<file path="src/rtl/code_lock_ctrl.sv">
`default_nettype none
// ============================================================================
//  Module   : code_lock_ctrl
//  Purpose  : Password-check controller placed after SWITCH_IO. A rising
//             edge of the confirm key with a full digit code starts a
//             one-cycle compare against the stored password. The result
//             drives a timed unlock, a timed error indication or, after
//             MAX_TRY consecutive failures, a timed lockout. A one-cycle
//             clr_req pulse clears SWITCH_IO for the next entry.
//  Revision : 1.0 - initial release
// ----------------------------------------------------------------------------
//  Ports
//    clk       in   1   system clock
//    rst_n     in   1   synchronous active-low reset
//    code      in  16   assembled digit code (4 bits per digit)
//    code_bit  in   3   number of digits entered
//    enter     in   1   confirm key (debounced, synchronous level)
//    clr_req   out  1   one-cycle clear pulse to SWITCH_IO
//    unlock    out  1   high while OPEN
//    err       out  1   high while FAIL
//    alarm     out  1   high while LOCKOUT
//    fail_cnt  out  2   consecutive failure count (saturates at MAX_TRY)
//    state     out  3   current state: IDLE=0 CHECK=1 OPEN=2 FAIL=3 LOCKOUT=4
// ----------------------------------------------------------------------------
//  Build option
//    CODE_LOCK_CHANGE_EN : when defined, a full code confirmed while OPEN
//                          becomes the new password. When undefined the
//                          password is fixed at PASS_INIT.
// ============================================================================
module code_lock_ctrl #(
  parameter int          BYTE       = 4,
  parameter logic [15:0] PASS_INIT  = 16'h1234,
  parameter int          MAX_TRY    = 3,
  parameter logic [31:0] UNLOCK_CYC = 32'd50_000_000,
  parameter logic [31:0] FAIL_CYC   = 32'd25_000_000,
  parameter logic [31:0] LOCK_CYC   = 32'd500_000_000
) (
  input  logic        clk,
  input  logic        rst_n,
  input  logic [15:0] code,
  input  logic [2:0]  code_bit,
  input  logic        enter,
  output logic        clr_req,
  output logic        unlock,
  output logic        err,
  output logic        alarm,
  output logic [1:0]  fail_cnt,
  output logic [2:0]  state
);

  localparam int W = 4 * BYTE;

  localparam logic [2:0] S_IDLE    = 3'd0;
  localparam logic [2:0] S_CHECK   = 3'd1;
  localparam logic [2:0] S_OPEN    = 3'd2;
  localparam logic [2:0] S_FAIL    = 3'd3;
  localparam logic [2:0] S_LOCKOUT = 3'd4;

  localparam logic [2:0] FULL_BITS = 3'(BYTE);
  localparam logic [1:0] MAX_TRY_V = 2'(MAX_TRY);

  // Timer reload values: the counter runs target-1 .. 0, so the state lasts
  // exactly the target count. A target of 0 behaves like 1.
  localparam logic [31:0] UNLOCK_LD = (UNLOCK_CYC == 32'd0) ? 32'd0 : UNLOCK_CYC - 32'd1;
  localparam logic [31:0] FAIL_LD   = (FAIL_CYC   == 32'd0) ? 32'd0 : FAIL_CYC   - 32'd1;
  localparam logic [31:0] LOCK_LD   = (LOCK_CYC   == 32'd0) ? 32'd0 : LOCK_CYC   - 32'd1;

  logic          enter_d;
  logic          enter_rise;
  logic [31:0]   timer;
  logic [31:0]   timer_nxt;
  logic [2:0]    state_nxt;
  logic          clr_nxt;
  logic [1:0]    fail_nxt;
  logic [W-1:0]  pass_reg;
  logic          timer_done;
  logic          code_full;

  assign enter_rise = enter & ~enter_d;
  assign timer_done = (timer == 32'd0);
  assign code_full  = (code_bit == FULL_BITS);

`ifdef CODE_LOCK_CHANGE_EN
  logic pass_wr;
`endif

  always_comb begin
    state_nxt = state;
    timer_nxt = timer_done ? 32'd0 : timer - 32'd1;
    clr_nxt   = 1'b0;
    fail_nxt  = fail_cnt;
`ifdef CODE_LOCK_CHANGE_EN
    pass_wr   = 1'b0;
`endif
    case (state)
      S_IDLE: begin
        // Partial codes are ignored silently; SWITCH_IO keeps collecting.
        if (enter_rise && code_full) begin
          state_nxt = S_CHECK;
        end
      end
      S_CHECK: begin
        clr_nxt = 1'b1;
        if (code[W-1:0] == pass_reg) begin
          state_nxt = S_OPEN;
          fail_nxt  = 2'd0;
          timer_nxt = UNLOCK_LD;
        end else if (({1'b0, fail_cnt} + 3'd1) == {1'b0, MAX_TRY_V}) begin
          // Final allowed failure: count saturates at MAX_TRY during lockout.
          state_nxt = S_LOCKOUT;
          fail_nxt  = MAX_TRY_V;
          timer_nxt = LOCK_LD;
        end else begin
          state_nxt = S_FAIL;
          fail_nxt  = fail_cnt + 2'd1;
          timer_nxt = FAIL_LD;
        end
      end
      S_OPEN: begin
        // A key press wins over a coincident timer expiry; either way one
        // return to IDLE, with a single clear pulse only for the key press.
        if (enter_rise) begin
          state_nxt = S_IDLE;
          clr_nxt   = 1'b1;
          timer_nxt = 32'd0;
`ifdef CODE_LOCK_CHANGE_EN
          pass_wr   = code_full;
`endif
        end else if (timer_done) begin
          state_nxt = S_IDLE;
        end
      end
      S_FAIL: begin
        if (timer_done) begin
          state_nxt = S_IDLE;
        end
      end
      S_LOCKOUT: begin
        if (timer_done) begin
          state_nxt = S_IDLE;
          fail_nxt  = 2'd0;
        end
      end
      default: begin
        state_nxt = S_IDLE;
        timer_nxt = 32'd0;
      end
    endcase
  end

  // Indication outputs are registered from the next state so they change
  // on the same edge as `state` without decode glitches.
  always_ff @(posedge clk) begin
    if (!rst_n) begin
      state    <= S_IDLE;
      timer    <= 32'd0;
      enter_d  <= 1'b0;
      clr_req  <= 1'b0;
      fail_cnt <= 2'd0;
      unlock   <= 1'b0;
      err      <= 1'b0;
      alarm    <= 1'b0;
    end else begin
      state    <= state_nxt;
      timer    <= timer_nxt;
      enter_d  <= enter;
      clr_req  <= clr_nxt;
      fail_cnt <= fail_nxt;
      unlock   <= (state_nxt == S_OPEN);
      err      <= (state_nxt == S_FAIL);
      alarm    <= (state_nxt == S_LOCKOUT);
    end
  end

`ifdef CODE_LOCK_CHANGE_EN
  always_ff @(posedge clk) begin
    if (!rst_n) begin
      pass_reg <= PASS_INIT[W-1:0];
    end else if (pass_wr) begin
      pass_reg <= code[W-1:0];
    end
  end
`else
  assign pass_reg = PASS_INIT[W-1:0];
`endif

endmodule
`default_nettype wire

</file>
<file path="config.mk">
export PLATFORM = sky130hd
export DESIGN_NAME = code_lock_ctrl
export DESIGN_NICKNAME = d
export VERILOG_FILES = /design/src/rtl/code_lock_ctrl.sv
export SDC_FILE = /design/constraint.sdc
export NUM_CORES = 1
export LEC_CHECK = 0
export BUFFER_PORTS_ARGS = -buffer_cell sky130_fd_sc_hd__buf_2
export CAP_MARGIN = 10
export CORE_AREA = 2 2 64 66
export CTS_BUF_LIST = sky130_fd_sc_hd__clkbuf_2
export DETAILED_ROUTE_END_ITERATION = 10
export DIE_AREA = 0 0 66 68
export HOLD_SLACK_MARGIN = 0.03
export PLACE_DENSITY_LB_ADDON = 0.15
export SYNTH_ARGS = -nofsm -noshare
export SYNTH_HDL_FRONTEND = slang
export SYNTH_SLANG_ARGS = --single-unit
</file>
<file path="constraint.sdc">
create_clock -name clk -period 3.4 [get_ports clk]
set_input_delay 1.02 -clock clk [delete_from_list [all_inputs] [get_ports clk]]
set_output_delay 1.02 -clock clk [all_outputs]
set_load 0.02 [all_outputs]
</file>
== After elaboration in Yosys (flattened, before gate mapping) ==
Index checks and enable logic that the tools add are counted.

* Word-level logic and storage cells: 48
* Register bits after elaboration: 42
* Output and inout bits: 9
* Bits of input ports: 22

* Add/subtract/negate cells: 3
* Equality and inequality tests: 11
* Bitwise gates (word level): 2
* Reduce and logical (&&, ||, !) cells: 7
* Mux-type cells: 17

{| class="wikitable"
|+ Operator list
! cell !! count
|-
| $pmux W32 S3 || 1
|-
| $mux W32 || 2
|-
| $mux W29 || 2
|-
| $logic_not A32 Y1 || 1
|-
| $sub A32 B1 Y32 const B || 1
|-
| $eq A16 B13 Y1 const B || 1
|-
| $eq A3 B2 Y1 const B || 5
|-
| $mux W3 || 5
|-
| $pmux W3 S4 || 1
|-
| $eq A3 B3 Y1 const B || 3
|-
| $mux W2 || 3
|-
| $pmux W2 S2 || 1
|-
| $add A2 B1 Y3 const B || 1
|-
| $eq A3 B1 Y1 const B || 1
|-
| $logic_not A3 Y1 || 1
|-
| $reduce_or A3 Y1 || 1
|-
| $add A2 B1 Y2 const B || 1
|-
| $ne A2 B2 Y1 const B || 1
|-
| $pmux W1 S2 || 1
|-
| $reduce_and A2 Y1 || 1
|-
| $reduce_bool A2 Y1 || 1
|-
| $reduce_or A2 Y1 || 1
|-
| $and A1 B1 Y1 || 1
|-
| $logic_and A1 B1 Y1 || 1
|-
| 2 further kinds || 2
|}

== Depth between registers and ports, before layout ==
* Depth in word-level cells: 6
* Depth in mapped cells: 8
* Gate-level depth less buffers: 6

== Worst setup path before layout ==
OpenSTA, ideal clock, no wires.

* Kind: input to register
* From: input port code[10]
* To: register fail_cnt[1]
* Library setup time: 119 ps
* Data arrival time: 2627 ps
* Data required time: 3281 ps
* Cell stages on the path: 5
* Slack: 654 ps
* Buffers on the path: 0
* Path through: or4b_2 > or4_1 > nand3_1 > o21ai_0 > nand2b_1

* Word-level cells in the longest chain between the ends: 3

{| class="wikitable"
|+ Ends and longest elaborated chain
! what !! RTL line !! source
|-
| start, declared || 40 || <nowiki>input logic [15:0] code,</nowiki>
|-
| $eq A16 B13 Y1 || 104 || <nowiki>if (code[W-1:0] == pass_reg) begin</nowiki>
|-
| $mux W2 || 104 ||
|-
| $pmux W2 S2 || 95 || <nowiki>case (state)</nowiki>
|-
| end signal, assigned || 168 || <nowiki>fail_cnt <= fail_nxt;</nowiki>
|-
| end, declared || 47 || <nowiki>output logic [1:0] fail_cnt,</nowiki>
|}

No other way between the ends.
A chain may end at the register's enable or synchronous reset.

== Final worst setup path ==
* From: register timer[6]
* To: register timer[13]

* Word-level cells in the longest chain between the ends: 4
* Elaborated cells on any way between the ends: 5
* Classes of those cells: add/sub: 1; mux: 3; reduce/logical: 1

{| class="wikitable"
|+ Ends and longest elaborated chain
! what !! RTL line !! source
|-
| start, declared || 70 || <nowiki>logic [31:0] timer;</nowiki>
|-
| start signal, assigned || 165 || <nowiki>timer <= timer_nxt;</nowiki>
|-
| $sub A32 B1 Y32 or $logic_not A32 Y1 (tied branches) || 89, 80 ||
|-
| $mux W32 (*) || 89 || <nowiki>timer_nxt = timer_done ? 32'd0 : timer - 32'd1;</nowiki>
|-
| $mux W32 || 122 || <nowiki>if (enter_rise) begin</nowiki>
|-
| $pmux W32 S3 (*) || 95 ||
|}

Mark *: on every way between the ends. The rest lies on a longest branch, timed or not.

==> out/results.ini <==
[yosys]
synthTopCellsByCount = dfxtp_1 (42), xnor2_1 (28), o21ai_1 (20)
yosys_warnings = 0
syn_area_um2 = 2010
ys_seq_area_share_pct = 41.8
synth_cells = 220
synth_area_leaders = dfxtp_1 (42%), xnor2_1 (12%), o21ai_1 (5.0%)
synth_largest_area_cell = dfxtp_1
yosys.cell_types.count = 38
avgSynthCellArea_um2 = 9.15
async_flop_share_pct = 0
ys_ff_latch = 42
yosysMostFrequentCell = dfxtp_1
synth_top_area_share_pct = 41.8
synth_edf_count = 0
synth_nets = 245
synth-main-ff-cell = dfxtp_1

[clock_tree]
post_cts_buffers = 0
cts_tree = yes
clk_path_buf_depth = 2
cts.sinks = 42
ctsHoldBuffers = 0
clk_latency_ns = 0.40
htreeDepth = 2
ctsRootBufferMaster = clkbuf_2
clk_pin_slew_ns = 0.21
cts_resized = 0
cts_buffers = 5

[power_and_ir_drop]
switching_share_pct = 39.9
p_per_area_nw_per_um2 = 951
leakage_uw = 0.000883
intPower_uw = 1280
seq_power_share_pct = 37.2
switchingPower_uw = 848
ir_worst_vdd_uv = 646
clock_power_share_pct = 13.6
comb_power_share_pct = 49.3

[critical_path]
critPathSlowestCell = or4_4
crit_path_cell_trace = or4_4 > or4_4 > or4_4 > o2111ai_2 > buf_12 > o21ai_0
crit_family = simple AND/OR/NAND/NOR gates
slowest_delay_ns = 0.61
worstPathMaxFanout = 32
cp_common_cell = or4_4
worstSetupPathType = reg2reg
required_ns = 3.68
cp.arrival_ns = 3.03
startpoint_type = register
path_buf_inv = 1
endpoint_kind = register

[finish]
n_antenna_cell = 0
num-nets-final = 271
n_fill_cell = 358
post-route-util_pct = 57.9
drive_above_1_share_pct = 20.2
syn_to_final_growth_pct = 11.0
post-route-cell-area_um2 = 2230

[route]
drtAntennaViolNets = 0
wl_per_cell_um = 13.7
num_vias = 1667
wl_um = 4080
drt_iter0_markers = 119
drt_pass1_iterations = 4
viasPerCell = 5.61
drc = 0

[place]
finalWeightedCongestion = 0.758
postPlaceCellArea_um2 = 2170
preCtsSetupSlack_ns = 0.455
io_buffer_count = 30
dp_hpwl_um = 2840

[grt]
antenna_found_initial = 0
gr-usage-all-layers_pct = 20.1
grt_first_pass_wirelength_um = 6890
gr-total-overflow = 0
grt_max_degree = 33
grt_pass1_vias = 1509

[outcome]
status = complete, no violations

[die]
start_util_pct = 52.2
ios = 31
die_h_um = 68
num_rows = 23
core-area_um2 = 3860
dieArea_um2 = 4490
die_w_um = 66

[timing]
fmax_mhz = 364
final.setup.worst_slack_ns = 0.651
min_period_ns = 2.75
hold_viol = 0
finalCritPeriodShare_pct = 80.9
tns_ns = 0
slew_headroom_pct = 64.2
max_slew.worst_pin.slew_ns = 0.535
slew_viol_final = 0
fin_skew_ns = 0.0123
setup_viol = 0
rsz0062_at_grt = false

[worst_hold_path]
hold_class = reg2reg

[job]
cap_violations = 0

-- area by class of cell --
type	instances	area (um2)	area share (%)
timing repair buffer	32	178	7.95
clock inverter	2	37.5	1.68
multi-input combinational	161	1070	47.9
clock buffer	6	30.0	1.34
tap	50	62.6	2.80
sequential	42	841	37.6
inverter	4	15.0	0.672
-- placed cells by master, fill, tap and decap left out, types with 3 or more instances in the layout --
master / instances
nor2_1: 14
nor3_1: 14
ha_1: 3
inv_1: 4
nand2_1: 4
buf_2: 30
nor4_1: 11
dfxtp_1: 42
or4_1: 6
nor3b_1: 4
o21ai_0: 9
o21ai_1: 20
nand3_1: 5
nand2b_1: 3
or4_4: 3
or3_1: 10
clkbuf_2: 6
or2_2: 4
xnor2_1: 28
-- per-stage QoR --
| step | hold WS [ns] | power (uW) | std cells |
|---|---|---|---|
| after floorplan | 0.460 | 1720 | 220 |
| after global placement | 0.486 | 1840 | 289 |
| after detailed placement | 0.497 | 1840 | 289 |
| after CTS | 0.526 | 2140 | 297 |
| after global routing | 0.563 | 2310 | 297 |
| final | 0.524 | 2130 | 297 |
-- logic make-up (layout without fill, tap and decap cells) --
logic type	Yosys count	after routing	synth area share (%)
buffers and inverters	17	44	5.03
flip-flops	42	42	41.8
AND/OR/NAND/NOR	87	87	26.0
AO/OA/AOI/OAI	40	40	11.8
XOR/XNOR	30	30	13.1
adder cells (fa/ha/maj)	3	3	1.86
multiplexers	1	1	0.497
-- registers in the layout (all words and copies together), names as in the netlist --
register,count
timer,32
state,3
fail_cnt,2
alarm,1
clr_req,1
enter_d,1
err,1
unlock,1
-- metal layers --
metal | vias to the layer above | global-route usage (%) | part of all wire (%)
li1 | 845 | - | -
met1 | 784 | 24.8 | 48
met2 | 34 | 34.0 | 47
met3 | 4 | 5.43 | 4.0
met4 | 0 | 6.89 | 1.2
met5 | - | 0 | 0
-- power by group through the flow --
stage	registers, uW	clock network (uW)	logic, uW
after CTS	788	297	1050
after floorplan	768	0	956
after global placement	794	0	1050
after global routing	814	321	1180
after detailed placement	797	0	1040
final	790	288	1050
-- worst paths after layout --
path	from	end	slack, ns	depth (start not counted)
worst min register to register	timer[0]$_SDFF_PN0_	timer[0]$_SDFF_PN0_	0.52	1
worst max register to register	timer[6]$_SDFF_PN0_	timer[13]$_SDFF_PN0_	0.65	6
worst max-delay path	timer[6]$_SDFF_PN0_	timer[13]$_SDFF_PN0_	0.65	6
worst min-delay path	timer[0]$_SDFF_PN0_	timer[0]$_SDFF_PN0_	0.52	1
Power figures use the tool's default switching activity.
